### src/rtl/pipe_stage_skid.sv
// Elastic pipeline-stage register carrying PC + instruction between two CPU
// stages. A two-entry MAIN/SKID buffer gives full throughput while keeping
// o_up_ready a pure register output (no combinational path from i_dn_ready).
// Supports synchronous flush, hazard stall, bubble masking and saturating
// stall/flush event counters.
module pipe_stage_skid #(
  parameter int                PC_W     = 32,
  parameter int                INST_W   = 32,
  parameter logic [INST_W-1:0] NOP_INST = {INST_W{1'b0}},
  parameter int                CNT_W    = 16
) (
  input  logic              i_clk,
  input  logic              i_rst_n,
  input  logic              i_flush,
  input  logic              i_stall,
  input  logic              i_up_valid,
  output logic              o_up_ready,
  input  logic [PC_W-1:0]   i_up_pc,
  input  logic [INST_W-1:0] i_up_inst,
  output logic              o_dn_valid,
  input  logic              i_dn_ready,
  output logic [PC_W-1:0]   o_dn_pc,
  output logic [INST_W-1:0] o_dn_inst,
  output logic [1:0]        o_occupancy,
  output logic [CNT_W-1:0]  o_stall_cnt,
  output logic [CNT_W-1:0]  o_flush_cnt
);

  typedef enum logic [1:0] {
    ST_EMPTY = 2'd0,
    ST_ONE   = 2'd1,
    ST_FULL  = 2'd2
  } state_t;

  // Saturating +1: holds at the all-ones value instead of wrapping.
  function automatic logic [CNT_W-1:0] sat_inc(input logic [CNT_W-1:0] v);
    if (v == {CNT_W{1'b1}}) begin
      sat_inc = v;
    end else begin
      sat_inc = v + {{(CNT_W-1){1'b0}}, 1'b1};
    end
  endfunction

  state_t              r_state;
  state_t              w_state_nxt;
  logic [PC_W-1:0]     r_main_pc;
  logic [INST_W-1:0]   r_main_inst;
  logic [PC_W-1:0]     r_skid_pc;
  logic [INST_W-1:0]   r_skid_inst;
  logic [PC_W-1:0]     w_main_pc_nxt;
  logic [INST_W-1:0]   w_main_inst_nxt;
  logic [PC_W-1:0]     w_skid_pc_nxt;
  logic [INST_W-1:0]   w_skid_inst_nxt;
  logic                r_up_ready;
  logic                r_dn_valid;
  logic [1:0]          r_occupancy;
  logic [1:0]          w_occupancy_nxt;
  logic [CNT_W-1:0]    r_stall_cnt;
  logic [CNT_W-1:0]    r_flush_cnt;
  logic                w_up_fire;
  logic                w_dn_fire;

  assign w_up_fire = i_up_valid & r_up_ready;
  assign w_dn_fire = r_dn_valid & i_dn_ready & ~i_stall;

  // Next-state and payload steering; MAIN is cleared whenever the stage
  // empties so the outputs show a clean bubble rather than stale data.
  always_comb begin
    w_state_nxt     = r_state;
    w_main_pc_nxt   = r_main_pc;
    w_main_inst_nxt = r_main_inst;
    w_skid_pc_nxt   = r_skid_pc;
    w_skid_inst_nxt = r_skid_inst;
    case (r_state)
      ST_EMPTY: begin
        if (w_up_fire) begin
          w_state_nxt     = ST_ONE;
          w_main_pc_nxt   = i_up_pc;
          w_main_inst_nxt = i_up_inst;
        end else begin
          w_state_nxt = ST_EMPTY;
        end
      end
      ST_ONE: begin
        if (w_up_fire && w_dn_fire) begin
          w_main_pc_nxt   = i_up_pc;
          w_main_inst_nxt = i_up_inst;
        end else if (w_up_fire) begin
          w_state_nxt     = ST_FULL;
          w_skid_pc_nxt   = i_up_pc;
          w_skid_inst_nxt = i_up_inst;
        end else if (w_dn_fire) begin
          w_state_nxt     = ST_EMPTY;
          w_main_pc_nxt   = {PC_W{1'b0}};
          w_main_inst_nxt = NOP_INST;
        end else begin
          w_state_nxt = ST_ONE;
        end
      end
      ST_FULL: begin
        if (w_dn_fire) begin
          w_state_nxt     = ST_ONE;
          w_main_pc_nxt   = r_skid_pc;
          w_main_inst_nxt = r_skid_inst;
          w_skid_pc_nxt   = {PC_W{1'b0}};
          w_skid_inst_nxt = NOP_INST;
        end else begin
          w_state_nxt = ST_FULL;
        end
      end
      default: begin
        w_state_nxt     = ST_EMPTY;
        w_main_pc_nxt   = {PC_W{1'b0}};
        w_main_inst_nxt = NOP_INST;
        w_skid_pc_nxt   = {PC_W{1'b0}};
        w_skid_inst_nxt = NOP_INST;
      end
    endcase
    // Flush overrides everything: held entries and any incoming entry vanish.
    if (i_flush) begin
      w_state_nxt     = ST_EMPTY;
      w_main_pc_nxt   = {PC_W{1'b0}};
      w_main_inst_nxt = NOP_INST;
      w_skid_pc_nxt   = {PC_W{1'b0}};
      w_skid_inst_nxt = NOP_INST;
    end else begin
      w_state_nxt = w_state_nxt;
    end
  end

  // Occupancy encoding of the upcoming state, registered alongside it.
  always_comb begin
    w_occupancy_nxt = 2'd0;
    case (w_state_nxt)
      ST_EMPTY: w_occupancy_nxt = 2'd0;
      ST_ONE:   w_occupancy_nxt = 2'd1;
      ST_FULL:  w_occupancy_nxt = 2'd2;
      default:  w_occupancy_nxt = 2'd0;
    endcase
  end

  // State, payload and registered handshake outputs.
  always_ff @(posedge i_clk or negedge i_rst_n) begin
    if (!i_rst_n) begin
      r_state     <= ST_EMPTY;
      r_main_pc   <= {PC_W{1'b0}};
      r_main_inst <= NOP_INST;
      r_skid_pc   <= {PC_W{1'b0}};
      r_skid_inst <= NOP_INST;
      r_up_ready  <= 1'b1;
      r_dn_valid  <= 1'b0;
      r_occupancy <= 2'd0;
    end else begin
      r_state     <= w_state_nxt;
      r_main_pc   <= w_main_pc_nxt;
      r_main_inst <= w_main_inst_nxt;
      r_skid_pc   <= w_skid_pc_nxt;
      r_skid_inst <= w_skid_inst_nxt;
      r_up_ready  <= (w_state_nxt != ST_FULL);
      r_dn_valid  <= (w_state_nxt != ST_EMPTY);
      r_occupancy <= w_occupancy_nxt;
    end
  end

  // Saturating event counters; only reset clears them, flush does not.
  always_ff @(posedge i_clk or negedge i_rst_n) begin
    if (!i_rst_n) begin
      r_stall_cnt <= {CNT_W{1'b0}};
      r_flush_cnt <= {CNT_W{1'b0}};
    end else begin
      if (r_dn_valid && !w_dn_fire) begin
        r_stall_cnt <= sat_inc(r_stall_cnt);
      end else begin
        r_stall_cnt <= r_stall_cnt;
      end
      if (i_flush) begin
        r_flush_cnt <= sat_inc(r_flush_cnt);
      end else begin
        r_flush_cnt <= r_flush_cnt;
      end
    end
  end

  assign o_up_ready  = r_up_ready;
  assign o_dn_valid  = r_dn_valid;
  assign o_dn_pc     = r_main_pc;
  assign o_dn_inst   = r_main_inst;
  assign o_occupancy = r_occupancy;
  assign o_stall_cnt = r_stall_cnt;
  assign o_flush_cnt = r_flush_cnt;

endmodule

### config.mk
export PLATFORM = sky130hd
export DESIGN_NAME = pipe_stage_skid
export DESIGN_NICKNAME = d
export VERILOG_FILES = /design/src/rtl/pipe_stage_skid.sv
export SDC_FILE = /design/constraint.sdc
export NUM_CORES = 1
export LEC_CHECK = 0
export CAP_MARGIN = 15
export CORE_ASPECT_RATIO = 0.6
export CORE_UTILIZATION = 45
export DETAILED_ROUTE_END_ITERATION = 6
export DONT_BUFFER_PORTS = 1
export GPL_TIMING_DRIVEN = 0
export SETUP_SLACK_MARGIN = 0.3
export SKIP_CTS_REPAIR_TIMING = 1
export SLEW_MARGIN = 20
export SYNTH_ARGS = -nofsm -noshare
export SYNTH_HDL_FRONTEND = slang
export SYNTH_SLANG_ARGS = --single-unit
### constraint.sdc
create_clock -name i_clk -period 2.54 [get_ports i_clk]
set_clock_uncertainty 0.05 [all_clocks]
set_input_delay 0.508 -clock i_clk [delete_from_list [all_inputs] [get_ports i_clk]]
set_output_delay 0.508 -clock i_clk [all_outputs]
set_load 0.05 [all_outputs]
# Yosys cells after proc, flatten, opt, wreduce, memory -nomap -nowiden
# Index checks and enable logic that the tools add are counted.
[word_totals] regBits=166 latch_bits=0 ram_bits=0 rom_bits=0 input_bits=70 output_inout_bits=100 wordCells=67 mem_count=0
[op_classes] add_sub_neg=2 mul=0 div_mod_pow=0 order_cmp=0 eq_ne=14 n_shift=0 muxes=26 bitwise=6 n_reduce_logical=9
[ops] cell="$mux W32" n=14
[ops] cell="$pmux W32 S3" n=4
[ops] cell="$add A16 B1 Y16 const B" n=2
[ops] cell="$eq A16 B16 Y1 const B" n=2
[ops] cell="$ne A3 B3 Y1 const B" n=4
[ops] cell="$mux W2" n=4
[ops] cell="$ne A4 B4 Y1 const B" n=2
[ops] cell="$reduce_and A4 Y1" n=2
[ops] cell="$pmux W2 S3" n=1
[ops] cell="$eq A2 B1 Y1 const B" n=2
[ops] cell="$eq A2 B2 Y1 const B" n=2
[ops] cell="$ne A2 B2 Y1 const B" n=2
[ops] cell="$pmux W2 S2" n=1
[ops] cell="$reduce_and A2 Y1" n=2
[ops] cell="$and A1 B1 Y1" n=3
[ops] cell="$not A1 Y1" n=3
[ops] cell="$logic_and A1 B1 Y1" n=2
[ops] cell="$logic_not A2 Y1" n=1
[ops] cell="$mux W1" n=2
[ops] cell="$reduce_bool A2 Y1" n=1
[ops] cell="$logic_not A1 Y1" n=1

# Depth between registers and ports, before layout
[depth] word_depth=9 mapped_depth=7 depth_no_buf=6

# Worst setup path before layout
# OpenSTA, ideal clock, no wires.
[synth_timing] path_type="register -> register" start="register r_stall_cnt[0] (netlist: o_stall_cnt[0])" end="register r_stall_cnt[3] (netlist: o_stall_cnt[3])" setup_ns=0.145 arrival_time_ns=1.926 t_required_ns=2.345 slack_ns=0.419 path_stages_with_launch=7 path_buffers=0 period_less_slack_ns=2.121 cell_sequence="dfrtp_1 -> ha_1 -> nand4_1 -> nor4_4 -> a21oi_1 -> and4_1 -> xor2_1"
[synth_between] elab_chain_len=3 word_cells_on_any_way=4 cone_classes="add/sub: 1; eq/ne: 1; bitwise: 1; reduce/logical: 1"
[synth_lines] element="start: declaration" line="58" text="logic [CNT_W-1:0] r_stall_cnt;"
[synth_lines] element="start signal: assignment" line="168" text="r_stall_cnt <= {CNT_W{1'b0}};"
[synth_lines] element="start signal: assignment" line="172" text="r_stall_cnt <= sat_inc(r_stall_cnt);"
[synth_lines] element="start signal: assignment" line="174" text="r_stall_cnt <= r_stall_cnt;"
[synth_lines] element="parallel branches: the longest is 3 deep, another holds $add A16 B1 Y16"
# Several ways; the timed one is not identified.
# A chain may end at the register's enable or synchronous reset.

# Worst setup path after layout
[layout_timing] start="register r_stall_cnt[4] (netlist: o_stall_cnt[4])" end="register r_stall_cnt[15] (netlist: o_stall_cnt[15])"
# The elaborated chain is that of the path after synthesis.

==> reports/qor.yml <==
hold_viol: 166
tightest_slew_ns: 0.584
setup_viol: 0
cts-root-buf: "clkbuf_16"
grt_start_max_net_pins: 167
criticalPathCategory: "reg -> reg"
cp.arrival_ns: 2.38
rows: 36
drive_gt1_share_pct: 16.0
synth_edf_count: 0
drt_iter0_drc: 451
r2r_start: "o_stall_cnt[4]"
firstDrtPassIters: 5
rsz0062_at_grt: "yes"
min_period_over_period_pct: 84.7
start_util_pct: 46.8
violations: "negative hold slack"
die_x_um: 171
dp_hpwl_um: 13300
area_growth_pct: 14.0
cpMaxStageDelayCell: "dfrtp_1"
fin_ws_ns: 0.389
dieArea_mm2: 0.0178
r2r-end: "o_stall_cnt[15]"
synth_cell_types: 44
syn_area_per_cell_um2: 11.5
cp_max_fo: 5
startpoint_type: "flop"
fin_setup_tns_ns: 0
coreArea_mm2: 0.0165
whs_ns: -0.268
p_per_area_mw_per_mm2: 859
pin_count: 170
min_path_type: "in -> async"
track_usage_pct: 22.9
clkSlewWorstSetupHoldPaths_ns: 0.06
ys_seq_elements: 166
power_leakage_nw: 3.93
via_per_inst: 5.94
synth_cells: 672
finalWirelength_um: 19400
ys.warnings.count: 0
r2r_cells: 5
wl_per_cell_um: 20.7
die_h_um: 104
crit_chain: "and3_1, nand4_1, nor4_2, nand3_1, xnor2_1"
min_period_ns: 2.15
max-vdd-ir-drop_v: 0.000369
total_power_mw: 7.58
cp.required_ns: 2.77
drc: 0
portBuffers: 0
cts_tree: "built"
status: "finished, violations left"
reg2reg_setup_slack_ns: 0.39
syn_area_mm2: 0.00774
cts_made_buffers: 17
max_stage_delay_ns: 0.71
cts.path.max_buffers: 2
fin_nets: 770
worst-path-buf-inv: 0
antenna_left: 0
grt_pass1_wl_um: 31400
fmax_mhz: 465
grt_pass1_vias: 5436
cap_viol_max_count: 0
fillers: 1406
slew-limit-headroom_pct: 61.1
pre_cts_ws_ns: -0.190
final_cell_area_mm2: 0.00882
place_congestion: 0.889
cts_sinks: 166
synth_ff_type: "dfrtp_1"
place_area_mm2: 0.00803
clkLatencyLatePin_ns: 0.42
dr_total_vias: 5582
htreeDepth: 4
async_flop_share_pct: 100
critical-path-top-delay-family: "simple AND/OR/NAND/NOR gates"
syn-num-nets: 744
n_antenna_cell: 0
cp-end-kind: "flop"
grt_remaining_overflow: 0
drv_slew: 0
ys_seq_area_share_pct: 53.7
grt_antenna_before_repair: 0
[layout by cell type, fill, tap and decap left out, drive strengths merged, types with 2 or more instances in the layout]
cell,instances
o22a,2
o21a,2
o31ai,2
and3,12
mux2i,65
nor4,5
xnor2,11
a22o,128
nand2,77
clkinv,3
a21oi,12
nand4,4
xor2,10
and2,3
clkbuf,27
nor3,7
nand3,16
bufinv,5
buf,48
nor2,14
inv,8
mux2,3
dfrtp,165
and4,3
o21ai,64
ha,2
[metrics by stage]
step	cells	utilization, %
global placement	900	48.6
finish	939	53.4
detailed placement	900	48.6
CTS	932	52.6
floorplan	672	-
global route	939	53.4
[state kept, by name, summed over array words and instances, names as in the netlist]
register,count
o_occupancy,2
o_stall_cnt,16
o_up_ready,1
o_flush_cnt,16
r_state,2
r_skid_pc,32
r_skid_inst,32
o_dn_valid,1
o_dn_pc,32
o_dn_inst,32
[power breakdown]
part / leakage, nW / internal [mW] / total, mW / switching [mW]
Combinational: 1.38 / 0.376 / 0.837 / 0.461
Sequential: 2.22 / 2.88 / 3.83 / 0.946
Clock: 0.325 / 1.81 / 2.91 / 1.10
[synth_stat cells, drive strengths merged, types with 2 or more instances]
master / number / area, um^2
o21a: 2 / 15.0
ha: 2 / 25.0
nand3: 16 / 85.1
dfrtp: 165 / 4130
buf: 41 / 285
a21oi: 12 / 71.3
nand2: 77 / 289
nor3: 7 / 40.0
xnor2: 11 / 96.3
o31ai: 2 / 15.0
clkbuf: 8 / 30.0
and2: 3 / 18.8
mux2i: 65 / 651
a22o: 128 / 1120
mux2: 3 / 33.8
nand4: 4 / 25.0
nor4: 5 / 58.8
and3: 12 / 75.1
o22a: 2 / 17.5
and4: 3 / 26.3
inv: 4 / 15.0
xor2: 10 / 87.6
nor2: 14 / 60.1
o21ai: 64 / 320
[worst max path at each step]
stage	start	endpoint	slack, ns	depth (start not counted)
2_1_floorplan	o_stall_cnt[0]	o_stall_cnt[3]	0.42	6
3_3_place_gp	o_up_ready	r_skid_pc[29]	-0.10	4
3_5_place_dp	o_up_ready	o_dn_pc[4]	-0.19	6
4_1_cts	o_up_ready	o_dn_pc[4]	-0.22	6
5_1_grt	r_state[1]	o_dn_pc[4]	0.28	6
6_report	o_stall_cnt[4]	o_stall_cnt[15]	0.39	5
[kinds of logic after synthesis]
kind of cell               Yosys count  share of synthesized area, %
AOI/OAI and AO/OA                  214                          21.1
DFF                                166                          53.7
and+or+nand+nor                    148                          9.47
muxes                               68                          8.84
buffers and inverters               53                          4.27
xor gates and xnor gates            21                          2.38
adders and majority gates            2                         0.323
[final cells by class]
cell class | count | area [um^2] | share of cell area [%]
clock buffers | 19 | 453 | 5.13
plain buffers | 49 | 318 | 3.60
clock inverters | 13 | 215 | 2.44
multi-input cells | 453 | 3280 | 37.2
well taps | 228 | 285 | 3.23
repair buffers | 7 | 77.6 | 0.879
inverters | 4 | 15.0 | 0.170
flip-flops and latches | 166 | 4180 | 47.4
[metal layers]
layer,share of wire [%],vias up,GRT usage [%]
li1,-,2554,-
met1,47,2823,33.7
met2,42,184,31.2
met3,9.1,21,8.02
met4,1.2,0,6.51
met5,0,-,0
(Power assumes the default switching activity.)
